`config.mk`:
```
export PLATFORM = sky130hd
export DESIGN_NAME = act_row_buf
export DESIGN_NICKNAME = d
export VERILOG_FILES = /design/src/rtl/act_row_buf.sv
export SDC_FILE = /design/constraint.sdc
export NUM_CORES = 2
export LEC_CHECK = 0
export BUFFER_PORTS_ARGS = -buffer_cell sky130_fd_sc_hd__buf_4
export CAP_MARGIN = 20
export CORE_MARGIN = 2
export CORE_UTILIZATION = 50
export DETAILED_ROUTE_END_ITERATION = 10
export PLACE_DENSITY = 0.66
export SLEW_MARGIN = 10
export SYNTH_ARGS = -nofsm -noshare
export SYNTH_HDL_FRONTEND = slang
export SYNTH_SLANG_ARGS = --single-unit
```
`constraint.sdc`:
```
create_clock -name clk -period 22.2 [get_ports clk]
set_clock_uncertainty 0.05 [all_clocks]
set_input_delay 2.22 -clock clk [delete_from_list [all_inputs] [get_ports clk]]
set_output_delay 2.22 -clock clk [all_outputs]
set_load 0.01 [all_outputs]
```
`src/rtl/act_row_buf.sv`:
```
// Row buffer: streams one row of activation beats through, then replays it from local storage.
// Optional stall counter is built only when ACT_ROW_BUF_STALL_CNT_EN is defined.
module act_row_buf #(
  parameter int DATA_W = 128,
  parameter int DEPTH  = 32,
  parameter int ITER_W = 10
) (
  input  logic                   clk,
  input  logic                   rst,
  input  logic                   cfg_vld,
  input  logic [$clog2(DEPTH):0] cfg_row_len,
  input  logic [ITER_W-1:0]      cfg_row_iter,
  input  logic                   start,
  input  logic                   abort,
  input  logic [DATA_W-1:0]      in_data,
  input  logic                   in_vld,
  output logic                   in_rdy,
  output logic [DATA_W-1:0]      out_data,
  output logic                   out_vld,
  input  logic                   out_rdy,
  output logic                   finish_row,
  output logic                   busy,
  output logic [31:0]            stall_cnt
);

  localparam int LEN_W = $clog2(DEPTH) + 1;
  localparam int PTR_W = (DEPTH > 1) ? $clog2(DEPTH) : 1;

  typedef enum logic [1:0] {S_IDLE, S_FILL, S_REPLAY} state_t;

  state_t              r_state;
  state_t              w_state_nxt;
  logic [LEN_W-1:0]    r_len;
  logic [ITER_W-1:0]   r_iter;
  logic [PTR_W-1:0]    r_wr_ptr;
  logic [PTR_W-1:0]    r_rd_ptr;
  logic [ITER_W-1:0]   r_iter_cnt;
  logic [DATA_W-1:0]   r_out_data;
  logic                r_out_vld;
  logic                r_finish;
  logic [DATA_W-1:0]   r_mem [DEPTH];

  logic                w_free;
  logic                w_accept;
  logic                w_fill_last;
  logic                w_rd_last;
  logic                w_iter_last;
  logic                w_replay_load;
  logic                w_cfg_ld;
  logic                w_start_ok;
  logic [LEN_W-1:0]    w_cfg_len_eff;
  logic [ITER_W-1:0]   w_cfg_iter_eff;

  assign w_free        = !r_out_vld || out_rdy;
  assign w_accept      = (r_state == S_FILL) && in_vld && w_free;
  assign w_fill_last   = (LEN_W'(r_wr_ptr) == (r_len - LEN_W'(1)));
  assign w_rd_last     = (LEN_W'(r_rd_ptr) == (r_len - LEN_W'(1)));
  assign w_iter_last   = (r_iter_cnt == (r_iter - ITER_W'(1)));
  assign w_replay_load = (r_state == S_REPLAY) && w_free;
  assign w_cfg_ld      = (r_state == S_IDLE) && cfg_vld;
  assign w_start_ok    = (r_state == S_IDLE) && start && !abort;

  always_comb begin
    w_cfg_len_eff  = cfg_row_len;
    w_cfg_iter_eff = cfg_row_iter;
    if (cfg_row_len == '0) begin
      w_cfg_len_eff = LEN_W'(1);
    end else if (cfg_row_len > LEN_W'(DEPTH)) begin
      w_cfg_len_eff = LEN_W'(DEPTH);
    end
    if (cfg_row_iter == '0) begin
      w_cfg_iter_eff = ITER_W'(1);
    end
  end

  always_comb begin
    w_state_nxt = r_state;
    case (r_state)
      S_IDLE:   if (start) w_state_nxt = S_FILL;
      S_FILL:   if (w_accept && w_fill_last && (r_iter != ITER_W'(1))) w_state_nxt = S_REPLAY;
      S_REPLAY: if (w_replay_load && w_rd_last && w_iter_last) w_state_nxt = S_FILL;
      default:  w_state_nxt = S_IDLE;
    endcase
    if (abort) begin
      w_state_nxt = S_IDLE;
    end
  end

  always_ff @(posedge clk) begin
    if (rst) begin
      r_state <= S_IDLE;
    end else begin
      r_state <= w_state_nxt;
    end
  end

  // Config loads alongside a same-cycle start, so the new row uses it immediately.
  always_ff @(posedge clk) begin
    if (rst) begin
      r_len  <= LEN_W'(1);
      r_iter <= ITER_W'(1);
    end else if (w_cfg_ld) begin
      r_len  <= w_cfg_len_eff;
      r_iter <= w_cfg_iter_eff;
    end
  end

  always_ff @(posedge clk) begin
    if (rst) begin
      r_wr_ptr   <= '0;
      r_rd_ptr   <= '0;
      r_iter_cnt <= '0;
      r_out_data <= '0;
      r_out_vld  <= 1'b0;
      r_finish   <= 1'b0;
    end else if (abort) begin
      r_wr_ptr   <= '0;
      r_rd_ptr   <= '0;
      r_iter_cnt <= '0;
      r_out_vld  <= 1'b0;
      r_finish   <= 1'b0;
    end else begin
      r_finish <= 1'b0;
      case (r_state)
        S_IDLE: begin
          r_out_vld <= 1'b0;
          if (start) begin
            r_wr_ptr   <= '0;
            r_rd_ptr   <= '0;
            r_iter_cnt <= '0;
          end
        end
        S_FILL: begin
          if (w_accept) begin
            r_out_data <= in_data;
            r_out_vld  <= 1'b1;
            if (w_fill_last) begin
              r_wr_ptr <= '0;
              if (r_iter == ITER_W'(1)) begin
                r_finish <= 1'b1;
              end else begin
                r_iter_cnt <= ITER_W'(1);
              end
            end else begin
              r_wr_ptr <= r_wr_ptr + PTR_W'(1);
            end
          end else if (w_free) begin
            r_out_vld <= 1'b0;
          end
        end
        S_REPLAY: begin
          // The fill pass counts as iteration 0, so replay begins at iter_cnt 1.
          if (w_free) begin
            r_out_data <= r_mem[r_rd_ptr];
            r_out_vld  <= 1'b1;
            if (w_rd_last) begin
              r_rd_ptr <= '0;
              if (w_iter_last) begin
                r_finish   <= 1'b1;
                r_iter_cnt <= '0;
              end else begin
                r_iter_cnt <= r_iter_cnt + ITER_W'(1);
              end
            end else begin
              r_rd_ptr <= r_rd_ptr + PTR_W'(1);
            end
          end
        end
        default: r_out_vld <= 1'b0;
      endcase
    end
  end

  always_ff @(posedge clk) begin
    if (w_accept) begin
      r_mem[r_wr_ptr] <= in_data;
    end
  end

`ifdef ACT_ROW_BUF_STALL_CNT_EN
  logic [31:0] r_stall_cnt;

  always_ff @(posedge clk) begin
    if (rst || w_start_ok) begin
      r_stall_cnt <= '0;
    end else if (r_out_vld && !out_rdy && (r_stall_cnt != '1)) begin
      r_stall_cnt <= r_stall_cnt + 32'd1;
    end
  end

  assign stall_cnt = r_stall_cnt;
`else
  assign stall_cnt = '0;
`endif

  assign in_rdy     = (r_state == S_FILL) && w_free;
  assign out_data   = r_out_data;
  assign out_vld    = r_out_vld;
  assign finish_row = r_finish;
  assign busy       = (r_state != S_IDLE);

endmodule

```
==> flow_metrics.py <==
metrics = {
    "setup_path": {
        "endpoint_kind": "flop",
        "path_max_fanout": 48,
        "slowest_delay_ns": 0.88,
        "worstPathCellList": "buf_4, buf_4, buf_4, buf_4, buf_4, buf_16, mux4_2, mux4_2, mux2i_1, nand2_1, o21ai_1, o21ai_1",
        "path_common_cell": "buf_4",
        "critical_path_class": "flop to flop",
        "crit_path_top_delay_cell": "buf_4",
        "worstPathRequired_ns": 22.94,
        "arrival_ns": 7.47,
        "worstSetupStartpointType": "flop",
    },
    "clock_tree": {
        "htreeDepth": 5,
        "cts_sinks": 4269,
        "cts_inserted_buffers": 424,
        "cts_tree": "yes",
        "clock_latency_ns": 0.98,
        "clock-root-buffer": "clkbuf_16",
        "clkTransAtPathRegs_ns": 0.06,
        "cts_buffer_depth": 4,
        "cts_resized": 0,
        "cts_hold_buf": 0,
        "cts_setup_buffers": 0,
    },
    "synthesis": {
        "synth_top_flop_cell": "edfxtp_1",
        "synth-seq-cells": 4269,
        "syn-mean-instance-area_um2": 23.5,
        "synthTopCellsByArea": "edfxtp_1 76%, mux4_2 18%, dfxtp_1 2.1%",
        "synth_cells": 6924,
        "synth_cell_types": 56,
        "synthArstFlopShare_pct": 0,
        "synth_top_area_cell": "edfxtp_1",
        "yosysWarnings": 0,
        "synth_seq_area_share_pct": 77.7,
        "synth_area_um2": 163000,
        "synth_top_area_share_pct": 75.6,
        "synth_edf_count": 4096,
    },
    "detailed_routing": {
        "wire_per_inst_um": 33.9,
        "ant_nets": 0,
        "wl_um": 411000,
        "route.detailed.drc": 58,
        "detail_route.first_pass.iterations": 11,
        "dr.first_iter.drc_count": 10000,
        "vias_per_cell": 6.35,
        "vias": 76900,
    },
    "sta": {
        "rsz0062_at_grt": "false",
        "report.final.slew_viol_count": 0,
        "worstMarginPinSlew_ns": 1.25,
        "fin_tns_setup_ns": 0,
        "timing.fmax_ghz": 0.149,
        "finalCriticalPeriod_ns": 6.73,
        "period_share_pct": 30.3,
        "whs_ns": 0.395,
        "setup_viol": 0,
        "hold_viol_final": 0,
        "relSlewSlack_pct": 16.6,
    },
    "placement": {
        "place.gp.congestion": 0.771,
        "portBuffers": 282,
        "dp_hpwl_um": 202000,
    },
    "pwr": {
        "power_density_nw_per_um2": 88.6,
        "cellLeakagePower_uw": 0.0551,
        "ir_drop_mv": 0.0820,
    },
    "layout": {
        "final_common_cell": "edfxtp_1",
        "drive_gt1_share_pct": 30.4,
        "areaGrowthSynthToFinish_pct": 13.0,
        "fin_nets": 7575,
        "layout_common_cells": "4096 x edfxtp_1, 1280 x mux4_2, 428 x clkbuf_16",
    },
    "global_routing": {
        "grt_antenna_before_repair": 37,
        "grt_pass1_wl_um": 580000,
        "grt_pass1_vias": 77400,
        "grt_use_total_pct": 24.9,
        "grt-ovfl-total": 0,
        "grt_max_degree": 157,
    },
    "job": {
        "maxCapViolations": 0,
    },
    "die": {
        "coreArea_um2": 324000,
        "dieWidth_um": 574,
        "die_area_um2": 330000,
        "die_y_um": 574,
        "row_count": 209,
        "initial_core_util_pct": 50.2,
        "io_pins": 315,
    },
    "hold_path": {
        "hold_class": "flop to flop",
    },
    "outcome": {
        "violations": "design-rule violations",
        "outcome": "finished with violations",
    },
}
==> stage by stage <==
stage               std cells  total power [uW]  setup WS, ns  area [um2]  util (%)
finish                  12100             16300         15.47      184000      56.7
global route            12100             16700         14.75      184000      56.7
CTS                     12100             16400         14.92      184000      56.7
detailed placement      11300              9480         14.98      170000      52.5
global placement        11300              9470         14.97      170000      52.5
floorplan                6955              9270         13.47      163000         -
==> where the power goes <==
part / switching (uW) / total [uW] / internal [uW]
clock: 3000 / 6960 / 3960
sequential: 16.4 / 8850 / 8830
combinational: 276 / 458 / 183
total: 3290 / 16300 / 13000
==> final timing paths <==
path / startpoint / endpoint / slack, ns / depth (start not counted)
max: flop / out_data[102] / 15.47 / 12
min reg2reg: out_data[36] / out_data[36] / 0.40 / 2
min: out_data[36] / out_data[36] / 0.40 / 2
max reg2reg: flop / out_data[102] / 15.47 / 12
==> area by class of cell <==
class	instances	area, um2
Inverter	14	52.6
Antenna cell	14	35.0
Fill cell	23200	140000
Sequential cell	4269	126000
Clock inverter	227	2030
Tap cell	4325	5410
Timing Repair Buffer	435	3670
Multi-Input combinational cell	2267	34600
Clock buffer	559	11500
==> worst max-delay path: cells and delay by family (launching register included) <==
kind,cells,cell delay (ns)
AND/OR/NAND/NOR,1,0.10
AO/OA/AOI/OAI,2,0.23
flip-flops,1,0.67
multiplexers,3,1.22
buffers and inverters,6,4.12
==> state kept, by name (all words and copies together) (netlist names), named ones only <==
name        count
r_rd_ptr        5
r_iter         10
out_vld         1
finish_row      1
r_state         2
r_iter_cnt     10
r_mem        4096
out_data      128
r_len           6
r_wr_ptr        5
==> cells in the mapped netlist, drive strengths merged, types with 4 or more instances <==
master  instances
nand3b          7
a211oi          4
o31ai           4
nand3          27
xor2           12
edfxtp       4096
nor3            7
nand2         309
or4             4
mux4         1280
dfxtp         173
xnor2          21
a31oi          10
a21oi          22
mux2i         131
buf           206
nor2           67
inv            14
or3             4
nand4          10
ha             13
nor4            4
o21ai         265
clkbuf        199
==> logic make-up (layout without fill, tap and decap cells) <==
kind of cell             count (synthesis)  count (layout)  share of synthesized area (%)
XOR/XNOR                                33              33                          0.178
AND/OR/NAND/NOR                        460             460                           1.19
multiplexers                          1412            1412                           18.5
adder cells (fa/ha/maj)                 13              13                          0.100
other                                    1              46                        0.00231
AO/OA/AOI/OAI                          317             317                           1.03
flip-flops                            4269            4269                           77.7
buffers and inverters                  419            1235                           1.22
==> per-layer routing <==
| metal | share of wire (%) | up-vias | wire [um] | global-route usage, % |
|---|---|---|---|---|
| met4 | 2.7 | 24 | 11200 | 6.65 |
| li1 | - | 30400 | - | - |
| met2 | 48 | 3971 | 197000 | 39.1 |
| met5 | 0.039 | - | 162 | 0 |
| met3 | 9.8 | 623 | 40400 | 6.01 |
| met1 | 40 | 41900 | 163000 | 35.2 |
Note: power is estimated with default switching activity, not from simulation.
